[src/rtl/control_filtro_param_if.sv]
// Handshake and select bundle between the FIR sequencer and its neighbours.
// The master side raises sample requests and stalls; the slave side (the
// sequencer) drives the datapath selects and status pulses.
interface control_filtro_param_if #(
  parameter int SEL_W = 3
);
  logic             Bandera;
  logic [SEL_W:0]   n_taps;
  logic             hold;
  logic [SEL_W-1:0] sel_const;
  logic [1:0]       sel_fun;
  logic [1:0]       sel_acum;
  logic             SH_R;
  logic             Band_Listo;
  logic             busy;
  logic             overrun;

  modport master (
    output Bandera, n_taps, hold,
    input  sel_const, sel_fun, sel_acum, SH_R, Band_Listo, busy, overrun
  );

  modport slave (
    input  Bandera, n_taps, hold,
    output sel_const, sel_fun, sel_acum, SH_R, Band_Listo, busy, overrun
  );
endinterface

[src/rtl/control_filtro_param.sv]
// FIR filter control sequencer: walks one tap per clock through the
// coefficient/function/accumulator selects, shifts the delay line and
// pulses Band_Listo when the filtered sample is valid. Tap count is a
// parameter, trimmed per pass by n_taps. All outputs are registered.
module control_filtro_param #(
  parameter int NTAPS = 5,
  parameter int SEL_W = 3
) (
  input  logic                  clk,
  input  logic                  rst_n,
  control_filtro_param_if.slave bus
);

  localparam logic [2:0] S_IDLE  = 3'd0;
  localparam logic [2:0] S_FIRST = 3'd1;
  localparam logic [2:0] S_ACC   = 3'd2;
  localparam logic [2:0] S_SHIFT = 3'd3;
  localparam logic [2:0] S_DONE  = 3'd4;

  localparam logic [SEL_W:0]   N_MAX   = (SEL_W+1)'(NTAPS);
  localparam logic [SEL_W:0]   N_ONE   = (SEL_W+1)'(1);
  localparam logic [SEL_W-1:0] K_ZERO  = {SEL_W{1'b0}};
  localparam logic [SEL_W-1:0] K_ONE   = SEL_W'(1);

  // A request of zero taps still runs one tap; requests beyond NTAPS are cut.
  function automatic logic [SEL_W:0] clamp_taps(input logic [SEL_W:0] req);
    logic [SEL_W:0] n;
    if (req == {(SEL_W+1){1'b0}}) begin
      n = N_ONE;
    end else if (req > N_MAX) begin
      n = N_MAX;
    end else begin
      n = req;
    end
    return n;
  endfunction

  logic [2:0]       state_q, state_d;
  logic [SEL_W-1:0] k_q, k_d;
  logic [SEL_W:0]   n_q, n_d;
  logic             stall_s;

  logic [SEL_W-1:0] sel_const_q, sel_const_d;
  logic [1:0]       sel_fun_q, sel_fun_d;
  logic [1:0]       sel_acum_q, sel_acum_d;
  logic             sh_r_q, sh_r_d;
  logic             band_listo_q, band_listo_d;
  logic             busy_q, busy_d;
  logic             overrun_q, overrun_d;

  // Next state, tap counter, latched tap count and overrun detection.
  always_comb begin
    state_d   = state_q;
    k_d       = k_q;
    n_d       = n_q;
    stall_s   = 1'b0;
    overrun_d = 1'b0;
    case (state_q)
      S_IDLE: begin
        if (bus.Bandera) begin
          state_d = S_FIRST;
          k_d     = K_ZERO;
          n_d     = clamp_taps(bus.n_taps);
        end else begin
          state_d = S_IDLE;
        end
      end
      S_FIRST: begin
        overrun_d = bus.Bandera;
        if (bus.hold) begin
          stall_s = 1'b1;
        end else if (n_q > N_ONE) begin
          state_d = S_ACC;
          k_d     = K_ONE;
        end else begin
          state_d = S_SHIFT;
        end
      end
      S_ACC: begin
        overrun_d = bus.Bandera;
        if (bus.hold) begin
          stall_s = 1'b1;
        end else if ({1'b0, k_q} == (n_q - N_ONE)) begin
          state_d = S_SHIFT;
        end else begin
          k_d = k_q + K_ONE;
        end
      end
      S_SHIFT: begin
        overrun_d = bus.Bandera;
        if (bus.hold) begin
          stall_s = 1'b1;
        end else begin
          state_d = S_DONE;
        end
      end
      S_DONE: begin
        if (bus.Bandera) begin
          state_d = S_FIRST;
          k_d     = K_ZERO;
          n_d     = clamp_taps(bus.n_taps);
        end else begin
          state_d = S_IDLE;
        end
      end
      default: begin
        state_d = S_IDLE;
        k_d     = K_ZERO;
      end
    endcase
  end

  // Output decode from the upcoming state; a stalled cycle blocks accumulate and shift.
  always_comb begin
    sel_const_d  = K_ZERO;
    sel_fun_d    = 2'b00;
    sel_acum_d   = 2'b00;
    sh_r_d       = 1'b0;
    band_listo_d = 1'b0;
    busy_d       = 1'b0;
    case (state_d)
      S_FIRST: begin
        sel_const_d = k_d;
        sel_fun_d   = 2'b01;
        sel_acum_d  = stall_s ? 2'b00 : 2'b01;
        busy_d      = 1'b1;
      end
      S_ACC: begin
        sel_const_d = k_d;
        sel_fun_d   = 2'b10;
        sel_acum_d  = stall_s ? 2'b00 : 2'b10;
        busy_d      = 1'b1;
      end
      S_SHIFT: begin
        sh_r_d = ~stall_s;
        busy_d = 1'b1;
      end
      S_DONE: begin
        band_listo_d = 1'b1;
      end
      default: begin
        sel_const_d = K_ZERO;
      end
    endcase
  end

  // State and registered outputs; reset forces the idle picture at once.
  always_ff @(posedge clk or negedge rst_n) begin
    if (!rst_n) begin
      state_q      <= S_IDLE;
      k_q          <= K_ZERO;
      n_q          <= N_ONE;
      sel_const_q  <= K_ZERO;
      sel_fun_q    <= 2'b00;
      sel_acum_q   <= 2'b00;
      sh_r_q       <= 1'b0;
      band_listo_q <= 1'b0;
      busy_q       <= 1'b0;
      overrun_q    <= 1'b0;
    end else begin
      state_q      <= state_d;
      k_q          <= k_d;
      n_q          <= n_d;
      sel_const_q  <= sel_const_d;
      sel_fun_q    <= sel_fun_d;
      sel_acum_q   <= sel_acum_d;
      sh_r_q       <= sh_r_d;
      band_listo_q <= band_listo_d;
      busy_q       <= busy_d;
      overrun_q    <= overrun_d;
    end
  end

  assign bus.sel_const  = sel_const_q;
  assign bus.sel_fun    = sel_fun_q;
  assign bus.sel_acum   = sel_acum_q;
  assign bus.SH_R       = sh_r_q;
  assign bus.Band_Listo = band_listo_q;
  assign bus.busy       = busy_q;
  assign bus.overrun    = overrun_q;

endmodule

[src/flat_wrapper.sv]
// flat-port wrapper written by rule: the top's interface ports become plain ports
module control_filtro_param_flat 
#(
  parameter int NTAPS = 5,
  parameter int SEL_W = 3
)
  (clk, rst_n, bus_Bandera, bus_n_taps, bus_hold, bus_sel_const, bus_sel_fun, bus_sel_acum, bus_SH_R, bus_Band_Listo, bus_busy, bus_overrun);
  control_filtro_param_if #(.SEL_W(SEL_W)) bus_i ();
  input  logic clk;
  input  logic rst_n;
  input wire logic [$bits(bus_i.Bandera)-1:0] bus_Bandera;
  input wire logic [$bits(bus_i.n_taps)-1:0] bus_n_taps;
  input wire logic [$bits(bus_i.hold)-1:0] bus_hold;
  output wire logic [$bits(bus_i.sel_const)-1:0] bus_sel_const;
  output wire logic [$bits(bus_i.sel_fun)-1:0] bus_sel_fun;
  output wire logic [$bits(bus_i.sel_acum)-1:0] bus_sel_acum;
  output wire logic [$bits(bus_i.SH_R)-1:0] bus_SH_R;
  output wire logic [$bits(bus_i.Band_Listo)-1:0] bus_Band_Listo;
  output wire logic [$bits(bus_i.busy)-1:0] bus_busy;
  output wire logic [$bits(bus_i.overrun)-1:0] bus_overrun;
  assign bus_i.Bandera = bus_Bandera;
  assign bus_i.n_taps = bus_n_taps;
  assign bus_i.hold = bus_hold;
  assign bus_sel_const = bus_i.sel_const;
  assign bus_sel_fun = bus_i.sel_fun;
  assign bus_sel_acum = bus_i.sel_acum;
  assign bus_SH_R = bus_i.SH_R;
  assign bus_Band_Listo = bus_i.Band_Listo;
  assign bus_busy = bus_i.busy;
  assign bus_overrun = bus_i.overrun;
  control_filtro_param #(.NTAPS(NTAPS), .SEL_W(SEL_W)) u_core (.clk(clk), .rst_n(rst_n), .bus(bus_i));
endmodule
[config.mk]
export PLATFORM = sky130hd
export DESIGN_NAME = control_filtro_param_flat
export DESIGN_NICKNAME = d
export VERILOG_FILES = /design/src/rtl/control_filtro_param_if.sv /design/src/rtl/control_filtro_param.sv /design/src/flat_wrapper.sv
export SDC_FILE = /design/constraint.sdc
export NUM_CORES = 1
export LEC_CHECK = 0
export ABC_CLOCK_PERIOD_IN_PS = 4500
export CORE_MARGIN = 2
export CORE_UTILIZATION = 54
export DETAILED_ROUTE_END_ITERATION = 12
export GPL_ROUTABILITY_DRIVEN = 0
export HOLD_SLACK_MARGIN = 0.12
export PLACE_DENSITY = 0.8
export SLEW_MARGIN = 20
export SYNTH_ARGS = -nofsm -noshare
export SYNTH_HDL_FRONTEND = slang
export SYNTH_SLANG_ARGS = --single-unit
[constraint.sdc]
create_clock -name clk -period 4.5 [get_ports clk]
set_input_delay 0.675 -clock clk [delete_from_list [all_inputs] [get_ports clk]]
set_output_delay 0.675 -clock clk [all_outputs]
set_load 0.05 [all_outputs]
# Word-level counts from Yosys, hierarchy flattened
# Cells that the tools add are included.
# totals
out_inout_bits	11
mem_bits_ro	0
elab_cells	57
latch_bits	0
input_bits	8
mem_bits_rw	0
reg_bits	21
memories	0
# classes
n_mux	26
shifts	0
reduce_logical	7
n_eq_ne	9
add_sub_neg	2
n_mul	0
bitwise_logic	1
n_div	0
n_lt_le_gt_ge	2
# op_table
cell	count
two-way mux 3 bit	10
one-hot mux 3 bit (4 select lines)	2
equality test 3 x 2 -> 1 bit (second input constant)	4
two-way mux 1 bit	9
two-way mux 4 bit	2
one-hot mux 2 bit (2 select lines)	2
equality test 3 x 1 -> 1 bit (second input constant)	2
equality test 3 bit (second input constant)	2
OR reduction 3 bit	2
equality test 3 x 4 -> 1 bit	1
greater-than comparator 4 x 1 -> 1 bit (second input constant)	1
greater-than comparator 4 x 3 -> 1 bit (second input constant)	1
logical NOT 4 bit	1
OR reduction 2 bit	2
subtractor 4 x 1 -> 4 bit (second input constant)	1
adder 3 x 1 -> 3 bit (second input constant)	1
logical NOT 3 bit	1
two-way mux 2 bit	1
AND reduction 2 bit	1
inverter 1 bit	1

# Depth between registers and ports, before layout
# logic_depth
word_depth	8
ltp_mapped	8
depth_no_buf	8

# Worst setup path before layout
# OpenSTA, ideal clock, no wires.
# synth_path
path_type	register to register
from	register u_core.n_q[0]
to	register u_core.sel_const_q[1], in the netlist u_core.bus.sel_const[1]
arrival_time_ns	1.855
slack_ns	2.518
synth_period_minus_slack_ns	1.982
stages_incl_launch_ff	9
t_required_ns	4.374
setup_ns	0.126
path_cell_list	dfstp_2 inv_1 ha_1 xnor2_1 xnor2_1 nor4_4 a21boi_1 xor2_1 nor2b_1
# synth_between
elab_chain_len	8
word_cells_on_any_way	17
classes_between	add/sub (1); order compare (1); eq/ne (3); mux (11); reduce/logical (1)
# synth_rtl
item	line_no	rtl
from (decl)	control_filtro_param.sv:40	logic [SEL_W:0] n_q, n_d;
from (signal assigned)	control_filtro_param.sv:163	n_q <= n_d;
subtractor 4 x 1 -> 4 bit	control_filtro_param.sv:83	end else if ({1'b0, k_q} == (n_q - N_ONE)) begin
equality test 3 x 4 -> 1 bit	control_filtro_param.sv:83	
two-way mux 3 bit	control_filtro_param.sv:83	
two-way mux 3 bit	control_filtro_param.sv:81	if (bus.hold) begin
one-hot mux 3 bit (4 select lines)	control_filtro_param.sv:58	case (state_q)
equality test 3 x 1 -> 1 bit / equality test 3 x 2 -> 1 bit (equally long branches)	control_filtro_param.sv:121	case (state_d)
OR reduction 2 bit (no source line)	n/a	
two-way mux 3 bit *	control_filtro_param.sv:121	
net u_core.sel_const_d[1]	control_filtro_param.sv:43	logic [SEL_W-1:0] sel_const_q, sel_const_d;
to (signal assigned)	control_filtro_param.sv:164	sel_const_q <= sel_const_d;
to (decl)	control_filtro_param.sv:43	
# Mark *: on every way through the listed nets, which the timed path passes. The rest lies on a longest branch.
# A chain may end at the register's enable or synchronous reset.

# Worst setup path in the final report
# layout_path
from	register u_core.n_q[0]
to	register u_core.sel_const_q[0], in the netlist u_core.bus.sel_const[0]
# The elaborated chain is that of the path after synthesis.

==> run summary <==
Power spread over the standard cell area amounts to 774.5 nW/um^2. The launching element type of the critical path is a flip-flop. For this run, design rule violations remaining after detail routing come to 0. The logs give 0 for the number of hold violations in the final report and 2 for the maximum number of buffers from clock root to sink.

The repair_antennas step left the layout with diodes totalling 0. The largest stage delay on the critical path is 0.58 ns. The worst min-delay path category was reg2reg. The count of final max-slew check failures is 0, and the peak clock frequency supported by timing is 440.1 MHz. Entering global routing, the biggest net connects 22 pins. The die height is 47.27 um, and the area of combinational cells with multiple inputs is 445.4 um^2.

The clock reaches the later pin of the worst-skew pair after 0.30 ns. The starting density of the core came out at 0.5792. Switching portion of total power: 0.4767. After clock tree synthesis, the clock-pin slew on the worst setup and hold paths is 0.11 ns. Data arrives at the worst endpoint at 2.45 ns.

The core region area came out at 1745 um^2. The run finished with clean final reports. The tools report the area occupied by registers as 526.8 um^2. Among all stages on the critical path, the largest delay is contributed by sky130_fd_sc_hd__dfstp_2. The cell family contributing the most delay on the critical path is flip-flops. In this run the static leakage power is 0.5384 nW. The portion of the clock cycle consumed by the worst path in the final layout works out to 0.5050.

The wire length per cell came out at 13.93 um. Along the worst path, the maximum fanout reaches 7. Critical setup path kind: reg2reg.

At the pin with the least slew margin, the transition time is 0.8951 ns. Counting every net in the synthesized netlist gives 110. The run gives 1011 um^2 as the post-synthesis cell area.

The net count of the finished layout is 130. The analysis attributes to net switching a power of 0.4564 mW. The count of buffers from port buffering came out at 18.

The proportion of layout cells with a drive suffix above 1 works out to 0.05085. The die is 47.27 um wide. After the first detailed-routing iteration, the DRC count stood at 21.

For the setup TNS, the log shows 0 ns. Fill cells in the final layout number 130. The worst slew margin relative to its limit is 0.4014, and the antenna violation net count after detailed routing is 0.

The run gives 3312 um as the wire length of the first global-routing pass. Initial antenna violation count: 0. The share of total power in combinational logic came out at 0.554. Setup repair after global routing left no endpoint under its margin. Synthesis instantiated 31 different standard cells from the library. The total iterations of the first detailed-routing run was 4; the data required time at the worst endpoint was 4.68 ns. Yosys attributes the largest share of cell area to sky130_fd_sc_hd__dfrtp_1 50%, sky130_fd_sc_hd__xnor2_1 4.3%, sky130_fd_sc_hd__nor2_1 4.1%.

The number of hold buffers added after CTS was 0. The growth of design area from synthesis to finish works out to 22.28%. The cell chosen for the clock root is sky130_fd_sc_hd__clkbuf_4. The tools report the via count of the first global-routing pass as 760. Fraction of power consumed by the clock network: 0.093. TritonCTS built the clock tree.

For this run, the number of Yosys warnings is 0. Using the TritonRoute via totals, the vias-per-cell ratio works out to 5.483. The tools report the share of the yosys chip area belonging to registers as 0.5210. Clock skew on the completed layout was measured at 0.003481 ns. The part of the power in registers is 0.353, and the smallest hold slack is 0.5784 ns. For the finished layout, the period the worst path requires is 2.272 ns. Gates resized during post-CTS repair numbered 0. The area fraction of the dominant cell type after synthesis is 0.4950. The total global routing track utilization is 0.2212.

Final setup violation count: 0. After detailed routing, the total wire length is 1992 um. The CTS H-tree depth is 1. The cell count after synthesis came out at 99.

The tools report the number of setup buffers added after CTS as 0. 19 I/O pins were placed. A synthesized cell averages 10.21 um^2. After floorplanning, the core was divided into 15 placement rows. Summed over all layers, the global routing overflow is 0. Number of buffers and inverters on the critical path: 1. The internal portion of the total power is 0.5010 mW. For the area enclosed by the die boundary, the log shows 2234 um^2.

Counting every sink on the clock net gives 21. The detailed router placed 784 vias in this run. The post-detailed-placement half-perimeter wirelength is 1497 um, and the max-capacitance violation count is 0. The worst-case IR drop observed on VDD is 526.3 uV. STA classifies the critical path endpoint as a flip-flop. The library cell with the largest summed area after synthesis is sky130_fd_sc_hd__dfrtp_1.

In this run, CTS created clock tree buffers numbering 3. In this run, synthesis produced a sequential element count of 21. Traced cell by cell, the critical path runs through inv_1, ha_1, xnor2_1, nor4_4, a21boi_1, xor2_1, a31oi_1.
[final cells by class]
type	instances	area share
multi-input cells	68	0.3603
flip-flops and latches	21	0.4261
well taps	25	0.02530
clock buffers	4	0.02125
inverters	7	0.02125
repair buffers	18	0.1457
[registers in the layout (all words and copies together), names as in the netlist]
signal and flops:
u_core.n_q 4, u_core.bus.sel_const 3, u_core.k_q 3, u_core.state_q 3
u_core.bus.sel_acum 2, u_core.bus.sel_fun 2, u_core.bus.Band_Listo 1, u_core.bus.SH_R 1
u_core.bus.busy 1, u_core.bus.overrun 1
[synthesized netlist by cell type (all sizes together)]
cell / count
a21boi: 2
a21oi: 5
a311oi: 1
a31oi: 3
and3: 2
buf: 1
clkbuf: 2
dfrtp: 20
dfstp: 1
ha: 3
inv: 7
nand2: 3
nand2b: 2
nand3: 3
nor2: 11
nor2b: 6
nor3: 2
nor3b: 3
nor4: 2
o211a: 1
o21a: 1
o21ai: 7
o22ai: 1
o31ai: 2
or4b: 1
xnor2: 5
xor2: 2
[metrics by stage]
| step | worst slack [ns] | util | total power, mW | area [um^2] | cells |
|---|---|---|---|---|---|
| after global routing | 2.108 | 0.7082 | 1.030 | 1236 | 143 |
| final | 2.228 | 0.7082 | 0.9574 | 1236 | 143 |
| after CTS | 2.237 | 0.7082 | 0.9599 | 1236 | 143 |
| after global placement | 2.095 | 0.6932 | 0.8499 | 1210 | 139 |
| after detailed placement | 2.032 | 0.6932 | 0.8709 | 1210 | 139 |
| after floorplan | 2.518 | - | 0.7244 | 1011 | 99 |
[kinds of logic after synthesis]
kind of cell             Yosys count  synth area share
AO/OA/AOI/OAI                     23            0.1399
XOR/XNOR                           7           0.06064
adder cells (fa/ha/maj)            3           0.03713
buffers and inverters             10           0.03837
flip-flops                        21            0.5210
AND/OR/NAND/NOR                   35            0.2030
[power by group through the flow]
stage | Sequential [mW] | Clock [mW] | Combinational, mW
6_report | 0.338 | 0.0893 | 0.530
3_3_place_gp | 0.336 | 0 | 0.513
2_1_floorplan | 0.426 | 0 | 0.298
5_1_grt | 0.349 | 0.102 | 0.579
4_1_cts | 0.337 | 0.0916 | 0.531
3_5_place_dp | 0.341 | 0 | 0.529
[cell usage in the layout, fill, tap and decap left out, types with 2 or more instances in the layout]
cell,netlist,routed
sky130_fd_sc_hd__nor3b_1,2,2
sky130_fd_sc_hd__xor2_1,2,2
sky130_fd_sc_hd__o31ai_1,2,2
sky130_fd_sc_hd__nor2b_1,6,6
sky130_fd_sc_hd__ha_1,3,3
sky130_fd_sc_hd__and3_1,2,2
sky130_fd_sc_hd__nor2_1,11,11
sky130_fd_sc_hd__a31oi_1,3,3
sky130_fd_sc_hd__nand3_1,3,3
sky130_fd_sc_hd__inv_1,7,7
sky130_fd_sc_hd__clkdlybuf4s50_1,0,18
sky130_fd_sc_hd__dfrtp_1,20,20
sky130_fd_sc_hd__nand2_1,3,3
sky130_fd_sc_hd__a21oi_1,5,5
sky130_fd_sc_hd__clkbuf_4,0,3
sky130_fd_sc_hd__nand2b_1,2,2
sky130_fd_sc_hd__o21ai_0,6,6
sky130_fd_sc_hd__xnor2_1,5,5
sky130_fd_sc_hd__nor3_1,2,2
[final timing paths]
check / start / end / slack [ns] / cells after the start
max: u_core.n_q[0]$_DFFE_PN1P_ / u_core.bus.sel_const[0]$_DFF_PN0_ / 2.23 / 7
min: u_core.n_q[0]$_DFFE_PN1P_ / u_core.n_q[0]$_DFFE_PN1P_ / 0.58 / 2
max reg2reg: u_core.n_q[0]$_DFFE_PN1P_ / u_core.bus.sel_const[0]$_DFF_PN0_ / 2.23 / 7
min reg2reg: u_core.n_q[0]$_DFFE_PN1P_ / u_core.n_q[0]$_DFFE_PN1P_ / 0.58 / 2
max in group asynchronous: rst_n / u_core.bus.SH_R$_DFF_PN0_ / 3.09 / 1
min in group asynchronous: rst_n / u_core.bus.sel_const[1]$_DFF_PN0_ / 0.87 / 1
[metal layers]
layer	track usage	routed length, um
met3	0.05000	116
met2	0.3486	994
met5	0	0
met1	0.2826	858
met4	0.1167	23
[worst reg2reg max path, cell delays in order (launching register included)]
cell and delay, ns:
sky130_fd_sc_hd__dfstp_2 0.58, sky130_fd_sc_hd__inv_1 0.07, sky130_fd_sc_hd__ha_1 0.32, sky130_fd_sc_hd__xnor2_1 0.17, sky130_fd_sc_hd__nor4_4 0.42, sky130_fd_sc_hd__a21boi_1 0.22
sky130_fd_sc_hd__xor2_1 0.30, sky130_fd_sc_hd__a31oi_1 0.08
Power figures use the tool's default switching activity.
